[src/rtl/pll_lock_seq_pkg.sv]
// Shared types and constants for the PLL lock sequencer.
// The optional lock watchdog is enabled by defining PLL_LOCK_SEQ_WATCHDOG_EN.
package pll_lock_seq_pkg;

   // Sequencer states: hold PLL in reset, wait for lock, qualify lock, run.
   typedef enum logic [1:0] {
      S_PLLRST = 2'd0,
      S_WAIT   = 2'd1,
      S_STABLE = 2'd2,
      S_RUN    = 2'd3
   } state_t;

   // Width of the watchdog retry counter and its saturation value.
   localparam int unsigned RETRY_W = 4;
   localparam logic [RETRY_W-1:0] RETRY_MAX = '1;

   // Largest of three cycle counts; used to size the shared state counter.
   function automatic int unsigned max3(input int unsigned a,
                                        input int unsigned b,
                                        input int unsigned c);
      int unsigned m;
      m = (a > b) ? a : b;
      return (m > c) ? m : c;
   endfunction

   // Counter width able to hold 0 .. max_cycles-1 (never less than one bit).
   function automatic int unsigned cnt_width(input int unsigned max_cycles);
      return (max_cycles < 2) ? 1 : $clog2(max_cycles);
   endfunction

endpackage

[src/rtl/pll_lock_seq_sync.sv]
// Two-flop synchronizer for a single asynchronous level signal.
// Reset clears both stages so the synchronized output starts low.
module sync_2ff (
   input  logic clk_i,
   input  logic rst_i,
   input  logic d_i,
   output logic q_o
);

   logic meta_q;
   logic sync_q;

   // Shift the asynchronous input through two flops clocked by clk_i.
   always_ff @(posedge clk_i) begin
      // NOTE: non-blocking assignments make both stages sample the old values,
      // which is what turns these two statements into a two-flop shift chain.
      if (rst_i) begin
         meta_q <= 1'b0;
         sync_q <= 1'b0;
      end else begin
         meta_q <= d_i;
         sync_q <= meta_q;
      end
   end

   assign q_o = sync_q;

endmodule

[src/rtl/pll_lock_seq.sv]
// PLL lock sequencer: pulses the PLL reset, waits for a synchronized lock,
// qualifies it for STABLE_CYCLES, then releases the core reset. Lock loss
// while running restarts the sequence and emits a one-cycle lock_lost pulse.
// Optional feature macro: PLL_LOCK_SEQ_WATCHDOG_EN (lock timeout + retries).
module pll_lock_seq
   import pll_lock_seq_pkg::*;
#(
   parameter int unsigned RST_CYCLES    = 16,
   parameter int unsigned LOCK_TIMEOUT  = 1048576,
   parameter int unsigned STABLE_CYCLES = 4096
) (
   input  logic               clk,
   input  logic               rst,
   input  logic               pll_locked,
   input  logic               relock_req,
   output logic               pll_rst,
   output logic               core_rst,
   output logic               ready,
   output logic               lock_lost,
   output logic [RETRY_W-1:0] retry_cnt
);

`ifdef PLL_LOCK_SEQ_WATCHDOG_EN
   localparam int unsigned MAX_CYC = max3(RST_CYCLES, LOCK_TIMEOUT, STABLE_CYCLES);
`else
   localparam int unsigned MAX_CYC = max3(RST_CYCLES, STABLE_CYCLES, 0);
`endif
   localparam int unsigned CNT_W = cnt_width(MAX_CYC);

   // Terminal counts: the counter reads N-1 on the last cycle of an N-cycle dwell.
   localparam logic [CNT_W-1:0] RST_LAST    = CNT_W'(RST_CYCLES - 1);
   localparam logic [CNT_W-1:0] STABLE_LAST = CNT_W'(STABLE_CYCLES - 1);
`ifdef PLL_LOCK_SEQ_WATCHDOG_EN
   localparam logic [CNT_W-1:0] LOCK_LAST   = CNT_W'(LOCK_TIMEOUT - 1);
`endif

   state_t           state_q, state_d;
   logic [CNT_W-1:0] cnt_q, cnt_d;
   logic             cnt_run;
   logic             locked_s;
   logic             lost_ev;

   logic pll_rst_q,   pll_rst_d;
   logic core_rst_q,  core_rst_d;
   logic ready_q,     ready_d;
   logic lock_lost_q, lock_lost_d;

`ifdef PLL_LOCK_SEQ_WATCHDOG_EN
   logic               timeout_ev;
   logic [RETRY_W-1:0] retry_q, retry_d;
`else
   // The timeout is meaningless without the watchdog; keep the parameter referenced.
   logic unused_lock_timeout;
   assign unused_lock_timeout = (LOCK_TIMEOUT != 0);
`endif

   sync_2ff u_lock_sync (
      .clk_i (clk),
      .rst_i (rst),
      .d_i   (pll_locked),
      .q_o   (locked_s)
   );

   // State register and shared dwell counter.
   always_ff @(posedge clk) begin
      if (rst) begin
         state_q <= S_PLLRST;
         cnt_q   <= '0;
      end else begin
         state_q <= state_d;
         cnt_q   <= cnt_d;
      end
   end

   // Next state and counter: relock_req outranks every lock or timeout event.
   always_comb begin
      // NOTE: every signal gets a default before the case so no path leaves it
      // unassigned; an unassigned path in combinational logic infers a latch.
      state_d = state_q;
      lost_ev = 1'b0;
`ifdef PLL_LOCK_SEQ_WATCHDOG_EN
      timeout_ev = 1'b0;
`endif
      if (relock_req) begin
         state_d = S_PLLRST;
      end else begin
         unique case (state_q)
            S_PLLRST: begin
               if (cnt_q == RST_LAST) state_d = S_WAIT;
            end
            S_WAIT: begin
               if (locked_s) begin
                  state_d = S_STABLE;
               end
`ifdef PLL_LOCK_SEQ_WATCHDOG_EN
               else if (cnt_q == LOCK_LAST) begin
                  state_d    = S_PLLRST;
                  timeout_ev = 1'b1;
               end
`endif
            end
            S_STABLE: begin
               if (!locked_s)                state_d = S_WAIT;
               else if (cnt_q == STABLE_LAST) state_d = S_RUN;
            end
            S_RUN: begin
               if (!locked_s) begin
                  state_d = S_PLLRST;
                  lost_ev = 1'b1;
               end
            end
            default: state_d = S_PLLRST;
         endcase
      end

      // Only states with a timed exit advance the counter; others hold it.
      cnt_run = (state_q == S_PLLRST) || (state_q == S_STABLE);
`ifdef PLL_LOCK_SEQ_WATCHDOG_EN
      if (state_q == S_WAIT) cnt_run = 1'b1;
`endif
      if (relock_req || (state_d != state_q)) cnt_d = '0;
      else if (cnt_run)                       cnt_d = cnt_q + 1'b1;
      else                                    cnt_d = cnt_q;
   end

   // Output decode from the next state so registered outputs move with the state.
   always_comb begin
      pll_rst_d   = (state_d == S_PLLRST);
      core_rst_d  = (state_d != S_RUN);
      ready_d     = (state_d == S_RUN);
      lock_lost_d = lost_ev;
`ifdef PLL_LOCK_SEQ_WATCHDOG_EN
      retry_d = retry_q;
      if (timeout_ev && (retry_q != RETRY_MAX)) retry_d = retry_q + 1'b1;
`endif
   end

   // Output registers; reset puts the PLL and the core into reset.
   always_ff @(posedge clk) begin
      if (rst) begin
         pll_rst_q   <= 1'b1;
         core_rst_q  <= 1'b1;
         ready_q     <= 1'b0;
         lock_lost_q <= 1'b0;
`ifdef PLL_LOCK_SEQ_WATCHDOG_EN
         retry_q     <= '0;
`endif
      end else begin
         pll_rst_q   <= pll_rst_d;
         core_rst_q  <= core_rst_d;
         ready_q     <= ready_d;
         lock_lost_q <= lock_lost_d;
`ifdef PLL_LOCK_SEQ_WATCHDOG_EN
         retry_q     <= retry_d;
`endif
      end
   end

   assign pll_rst   = pll_rst_q;
   assign core_rst  = core_rst_q;
   assign ready     = ready_q;
   assign lock_lost = lock_lost_q;
`ifdef PLL_LOCK_SEQ_WATCHDOG_EN
   assign retry_cnt = retry_q;
`else
   assign retry_cnt = '0;
`endif

endmodule

[config.mk]
export PLATFORM = sky130hd
export DESIGN_NAME = pll_lock_seq
export DESIGN_NICKNAME = d
export VERILOG_FILES = /design/src/rtl/pll_lock_seq_pkg.sv /design/src/rtl/pll_lock_seq_sync.sv /design/src/rtl/pll_lock_seq.sv
export SDC_FILE = /design/constraint.sdc
export NUM_CORES = 1
export LEC_CHECK = 0
export BUFFER_PORTS_ARGS = -buffer_cell sky130_fd_sc_hd__buf_4
export CAP_MARGIN = 20
export CORE_UTILIZATION = 55
export DETAILED_ROUTE_END_ITERATION = 8
export PLACE_DENSITY = 0.77
export SLEW_MARGIN = 20
export SYNTH_ARGS = -nofsm -noshare
export SYNTH_HDL_FRONTEND = slang
export SYNTH_SLANG_ARGS = --single-unit
[constraint.sdc]
create_clock -name clk -period 2.2 [get_ports clk]
set_clock_uncertainty 0.2 [all_clocks]
set_input_delay 0.44 -clock clk [delete_from_list [all_inputs] [get_ports clk]]
set_output_delay 0.44 -clock clk [all_outputs]
set_load 0.005 [all_outputs]
==> key figures, run 1 <==
Clock network
  – Clk_lat worst skew: 0.30 ns
  – CTS sink cnt: 20
  – # Post-CTS Setup Buffers: 0
  – CTS tree: done
  – Post-CTS Resized: 0
  – Clock buffer count from CTS: 3
  – CTS clk-pin slew, worst paths: roughly 0.11 ns
  – Root Driver: clkbuf_4
  – CTS Hold Buffers Added: 0
  – H-tree levels: 1
  – Clock buffer depth: 2

Finish
  – Filler cell count: 137
  – Commonest non-fill, non-tap cell in the layout: dfxtp_1
  – # nets final: 110
  – Final cell count without fillers: 128
  – Share of cells above drive strength 1: 21.36%
  – Most frequent cells in the layout: 20 x dfxtp_1, 12 x nor2_1, 7 x buf_4, 5 x nand2_1, 5 x xor2_1
  – Final Util: a little over three fifths
  – Diode count: 0
  – Area grow syn2layout: 7.412%

Detailed routing
  – TritonRoute pass-1 iters: 4
  – DR WL/cell: approximately 13 µm
  – WL final: 1720 µm
  – Via count: approximately 700
  – Vias per cell: 5.477
  – Final ANT Viol Nets: 0
  – Post-route DRC: 0
  – Initial DRC Count: 14

Synth
  – Synth warn: 0
  – Synth Area in Compound Gates: 18.72%
  – Post-synth EDFFs: 0
  – Post-Syn Area per Cell: 10.27 µm²
  – Synth Flop Type: dfxtp_1
  – Yosys cell types: 39
  – Synthesized netlist cell count: 97
  – Async set-reset flop share out of synthesis: 0%
  – Multiplexer area fraction after synthesis: 0%
  – XOR/XNOR Fraction of Synth Area: 7.915%
  – Largest family of logic cells by synthesized area: simple AND/OR/NAND/NOR gates
  – Sequential fraction of the synthesis area: 40.20%
  – Adder-cell share of the synthesized area: under 10%
  – Dominant cell type by area after synthesis: dfxtp_1
  – Post-Syn Area: 996.0 µm²
  – Yosys reg bits: 20
  – Synth area leaders: dfxtp_1 40%, nor2_1 4.5%, xor2_1 4.4%
  – Simple-gate share of the synthesized area: 26.38%
  – Yosys top cell area share: 40.20%

Power
  – Switching Power: 0.1236 mW
  – Power Internal: approximately 0.44 mW
  – Max VDD drop: ~0.00034 V
  – Sequential share of power: 65.3%
  – Comb pwr share: 4.6%
  – Net Sw Frac: ~22%
  – Clock Power Share: 30.1%
  – PwrDens: 527.4 nW/µm²
  – LEAKAGE: 0.3835 nW

Critical path
  – Worst-path fanout max: 8
  – Setup crit start kind: register
  – Crit. End Element: register
  – Worst Path Class, Setup: reg -> reg
  – Critical Path RT: 2.18 ns
  – Worst Path Arrival: about 1.9 ns

Global route
  – First-pass GRT wire length: 2822 µm
  – Grt ovf: 0
  – Largest net degree at the start of global routing: 14
  – Total track usage: 19.51%
  – Initial antenna violation count: 0
  – Vias in the first global route: 664

STA
  – Final period util: 86.67%
  – Fin. Hold Viols: 0
  – Final Critical Period: 1.907 ns
  – Final worst slack: 0.2934 ns
  – Final max-slew violation count: 0
  – RSZ-0062 raised after global routing: no
  – Max Freq: 524.5 MHz
  – # setup viols final: 0
  – TNS Setup: 0 ns

Placed design
  – Dpl hpwl: ~1300 µm
  – Place WS: approximately 0.28 ns
  – # placed instances: 125
  – Gp weighted congestion: 0.7983
  – Port buffer count: 7

Floorplan
  – Die Span X: ~45 µm
  – Site Rows: 15
  – Initial Util: between 50% and 60%
  – Core area: ~1700 µm²
  – Die Y: 44.56 µm
  – IO Count: 12
  – Die area: ~2000 µm²

Min path
  – Worst hold-check path type: in -> reg

Flow run
  – Max-cap violations: 0

Run status
  – Status: complete, no violations
==> Yosys cell counts (2+ instances only) <==
library cell	count
nor2b_1	2
xor2_1	5
nor2_1	12
a2111oi_2	2
nand3_1	2
nor2b_4	2
buf_2	2
nand2_1	5
nand4_1	3
and3_1	4
and4_1	2
inv_1	2
buf_4	4
xnor2_1	4
dfxtp_1	20
a21oi_1	2
nor3_1	2
==> power by group through the flow <==
stage	sequential [mW]	clock (mW)	combinational, mW
global route	0.369	0.189	0.0291
CTS	0.368	0.175	0.0261
global placement	0.376	0	0.0254
finish	0.368	0.170	0.0262
floorplan	0.376	0	0.0200
detailed placement	0.377	0	0.0259
==> area by class of cell <==
cell class                      count  area [µm²]  share of cell area [%]
Multi-Input combinational cell     71       555.5                   51.93
Clock buffer                        3       22.52                   2.105
Tap cell                           25       31.28                   2.924
Timing Repair Buffer                7       52.55                   4.912
Sequential cell                    20       400.4                   37.43
Inverter                            2       7.507                  0.7018
==> layer usage <==
| layer | GRT usage, % | part of all wire [%] | wire, µm |
|---|---|---|---|
| met1 | 24.75 | 49 | 849 |
| met2 | 31.76 | 47 | 811 |
| met3 | 3.673 | 1.8 | 31 |
| met4 | 9.091 | 1.7 | 29 |
| met5 | 0 | 0 | 0 |
==> stage by stage <==
| step | hold WS, ns | cell area [µm²] | power [mW] |
|---|---|---|---|
| 2_1_floorplan | 0.2138 | 1007 | 0.3958 |
| 4_1_cts | 0.1469 | 1070 | 0.5690 |
| 3_3_place_gp | 0.2240 | 1047 | 0.4017 |
| 6_report | 0.1505 | 1070 | 0.5642 |
| 5_1_grt | 0.1579 | 1070 | 0.5876 |
| 3_5_place_dp | 0.2309 | 1047 | 0.4026 |
==> flip-flops by register name (all words and copies together), names as in the netlist <==
register / count
cnt_q: 12
core_rst: 1
lock_lost: 1
pll_rst: 1
ready: 1
state_q: 2
u_lock_sync.meta_q: 1
u_lock_sync.q_o: 1
==> cells by family after synthesis <==
kind of cell	count (synthesis)
adder cells (fa/ha/maj)	1
flip-flops	20
other	1
AO/OA/AOI/OAI	15
AND/OR/NAND/NOR	42
buffers and inverters	9
XOR/XNOR	9
==> critical path: stages (launching register included) <==
cell and delay [ns]:
dfxtp_1 0.39, ha_1 0.26, and4_1 0.26, a31oi_4 0.15, o31ai_4 0.44, nor2_1 0.09
==> final timing paths <==
check / slack [ns] / end / startpoint / cells after the start
setup reg to reg: 0.29 / cnt_q[7] / cnt_q[0] / 5
setup / recovery: 0.29 / cnt_q[7] / cnt_q[0] / 5
hold reg to reg: 0.25 / u_lock_sync.q_o / u_lock_sync.meta_q / 1
hold / removal: 0.15 / u_lock_sync.meta_q / pll_locked / 2
(Power assumes the default switching activity.)
==> run 2, diff against run 1 <==
--- a/config.mk
+++ b/config.mk
@@ -7,10 +7,11 @@
 export LEC_CHECK = 0
 export BUFFER_PORTS_ARGS = -buffer_cell sky130_fd_sc_hd__buf_4
 export CAP_MARGIN = 20
-export CORE_UTILIZATION = 55
+export CORE_UTILIZATION = 54
 export DETAILED_ROUTE_END_ITERATION = 8
-export PLACE_DENSITY = 0.77
+export PLACE_DENSITY = 0.76
 export SLEW_MARGIN = 20
 export SYNTH_ARGS = -nofsm -noshare
 export SYNTH_HDL_FRONTEND = slang
+export SYNTH_HIERARCHICAL = 1
 export SYNTH_SLANG_ARGS = --single-unit
==> key figures, run 2 <==
Detailed routing
  – Final ANT Viol Nets: 0 (unchanged)
  – Vias per cell: 5.795 (+5.8%)
  – WL final: 1765 µm (+2.6%)
  – DR WL/cell: 13.37 µm (-0.49%)
  – Post-route DRC: 0 (unchanged)
  – Initial DRC Count: 23 (+9)
  – Via count: 765 (+9.1%)
  – TritonRoute pass-1 iters: 4 (unchanged)

Finish
  – Final non-filler cell area: 1066 µm² (-0.35%)
  – Largest reg by FF count: cnt_q
  – Share of cells above drive strength 1: 19.83% (-1.5 points)
  – Commonest non-fill, non-tap cell in the layout: dfxtp_1
  – Max FFs per register: 12 (unchanged)
  – Diode count: 0 (unchanged)
  – Final Util: 67.62% (+5.0 points)
  – Area grow syn2layout: 12.70%
  – # nets final: 122 (+11%)
  – Most frequent cells in the layout: 19 x dfxtp_1, 13 x nor2_1, 11 x nand2_1, 10 x buf_4, 5 x xor2_1
  – Largest regs: cnt_q: 12 flops, state_q: 2 flops

Synth
  – Sequential fraction of the synthesis area: 42.33% (+2.1 points)
  – Cell with the most instances after synthesis: dfxtp_1
  – Dominant cell type by area after synthesis: dfxtp_1
  – Async set-reset flop share out of synthesis: 0% (unchanged)
  – Synthesized netlist cell count: 104 (+7.2%)
  – Yosys top cell area share: 42.33% (+2.1 points)
  – Synth Flop Type: dfxtp_1
  – Yosys reg bits: 20 (unchanged)
  – Synth warn: 6 (+6)
  – Synth top cells by count: 20 x dfxtp_1, 13 x nor2_1, 11 x nand2_1, 5 x buf_4, 5 x xor2_1
  – Post-synth EDFFs: 0 (unchanged)
  – Post-Syn Area per Cell: 9.095 µm² (-11%)
  – Yosys cell types: 33 (-15%)
  – Post-Syn Area: 945.9 µm² (-5.0%)
  – Synth area leaders: dfxtp_1 42%, nor2_1 5.2%, xor2_1 4.6%

Min path
  – Worst Hold End: u_lock_sync/q_o
  – WHS Path Cells: 2 (unchanged)
  – Worst Hold Launch: rst
  – Worst hold-check path type: in -> reg

Power
  – Switching Power: 0.1233 mW (-0.29%)
  – PwrDens: 563.4 nW/µm² (+6.8%)
  – Max VDD drop: 0.0004667 V (+39%)
  – LEAKAGE: 0.4356 nW (+14%)
  – Comb pwr share: 4.0% (-0.6 points)
  – Net Sw Frac: 20.52% (-1.4 points)
  – Clock Power Share: 34.7% (+4.6 points)
  – Sequential share of power: 61.4% (-3.9 points)
  – Power Internal: 0.4774 mW (+8.4%)

Floorplan
  – IO Count: 12 (unchanged)
  – Die area: 1923 µm² (-3.1%)
  – Site Rows: 14 (-1)
  – Die Y: 43.86 µm (-1.6%)
  – Initial Util: 60.00% (+1.7 points)
  – Core area: 1577 µm² (-7.7%)
  – Die Span X: 43.86 µm (-1.6%)

STA
  – Max Freq: 479.3 MHz (-8.6%)
  – RSZ-0062 raised after global routing: no
  – Final worst slack: 0.1137 ns (-0.1796 ns)
  – Final max-slew violation count: 0 (unchanged)
  – TNS Setup: 0 ns (unchanged)
  – Final period util: 94.83% (+8.2 points)
  – # setup viols final: 0 (unchanged)
  – Final Critical Period: 2.086 ns (+0.1796 ns)
  – Fin. Hold Viols: 0 (unchanged)

Placed design
  – Gp weighted congestion: 0.8657 (+8.4%)
  – Place WS: 0.02901 ns (-0.2492 ns)
  – Placed cell areas: 1015 µm² (-3.1%)
  – Dpl hpwl: 1342 µm (+2.5%)
  – Port buffer count: 7 (unchanged)

Clock network
  – Clock buffer count from CTS: 3 (unchanged)
  – CTS sink cnt: 20 (unchanged)
  – Clock buffer depth: 2 (unchanged)
  – CTS clk-pin slew, worst paths: 0.11 ns (about the same)
  – H-tree levels: 1 (unchanged)
  – CTS tree: done
  – Root Driver: clkbuf_4
  – Clk_lat worst skew: 0.30 ns (about the same)

Critical path
  – Worst Path Arrival: 2.06 ns (+0.18 ns)
  – Internal reg-to-reg setup slack: 0.11 ns (-0.18 ns)
  – Worst Path Class, Setup: reg -> reg
  – R2R Path End: cnt_q[7]
  – Worst r2r src: cnt_q[1]
  – Critical Path RT: 2.18 ns (about the same)
  – Crit. End Element: register
  – Worst-path fanout max: 8 (unchanged)
  – Worst R2R Path Depth: 6 (+1)
  – Setup crit start kind: register

Flow run
  – Max-cap violations: 0 (unchanged)

Run status
  – Status: complete, no violations

Global route
  – Vias in the first global route: 668 (+0.60%)
  – Initial antenna violation count: 0 (unchanged)
  – Largest net degree at the start of global routing: 12 (-2)
  – Total track usage: 20.43% (+0.92 points)
  – Grt ovf: 0 (unchanged)
  – First-pass GRT wire length: 2884 µm (+2.2%)
[run 2: per-stage QoR]
stage                     std cells  total power [mW]  hold WS [ns]
after floorplan                 107            0.3961        0.2138
after global placement          128            0.3995        0.2181
after detailed placement        128            0.4001        0.2342
after CTS                       132            0.6086        0.1082
after global routing            132            0.6290       0.09715
final                           132            0.6006        0.1161
[run 2: power by group through the flow]
stage | Clock, mW | Sequential [mW] | Combinational (mW)
floorplan | 0 | 0.376 | 0.0204
global placement | 0 | 0.376 | 0.0231
detailed placement | 0 | 0.377 | 0.0236
CTS | 0.217 | 0.368 | 0.0237
global route | 0.233 | 0.370 | 0.0266
finish | 0.208 | 0.369 | 0.0238
[run 2: how the worst max path moves through the flow]
stage	from	to	slack, ns
floorplan	cnt_q[0]	cnt_q[10]	0.23
global placement	relock_req	cnt_q[7]	0.08
detailed placement	relock_req	cnt_q[9]	0.03
CTS	cnt_q[0]	cnt_q[7]	0.05
global route	cnt_q[1]	cnt_q[5]	0.007
finish	cnt_q[1]	cnt_q[7]	0.11
[run 2: cell families (layout without fill, tap and decap cells)]
kind of cell / after synthesis / after routing / synth area share [%]
compound gates: 15 / 15 / 13.62
xor+xnor: 8 / 8 / 7.408
fa+ha+maj: 1 / 1 / 1.323
buf+inv: 6 / 15 / 4.365
flops: 20 / 20 / 42.33
other cells: 1 / 4 / 0.3964
simple gates: 53 / 53 / 30.56
[run 2: repair_timing]
item	4_1_cts	5_1_grt
gates resized for setup	0	4
buffers inserted	0	0
endpoints found under the setup margin	0	10
hold buffers	0	0
[run 2: layout make-up]
class | count | area, µm²
Clock buffer | 4 | 36.28
Inverter | 1 | 3.754
Tap cell | 16 | 20.02
Timing Repair Buffer | 10 | 75.07
Fill cell | 124 | 510.5
Sequential cell | 20 | 401.6
Multi-Input combinational cell | 81 | 529.3
[run 2: worst max-delay path: stages, from the launching register on]
cell and delay (ns):
dfxtp_1 0.37, ha_2 0.21, nand4b_1 0.14, nor4_1 0.34, a2bb2oi_2 0.21, o31ai_4 0.40, nor2_1 0.09
[run 2: layer usage]
metal  share of wire, %  global-route usage (%)  vias to the layer above
met3                5.5                   3.750                        2
met5                  0                       0                        -
met4               0.62                   9.091                        0
li1                   -                       -                      387
met2                 48                   31.04                       23
met1                 46                   28.31                      353
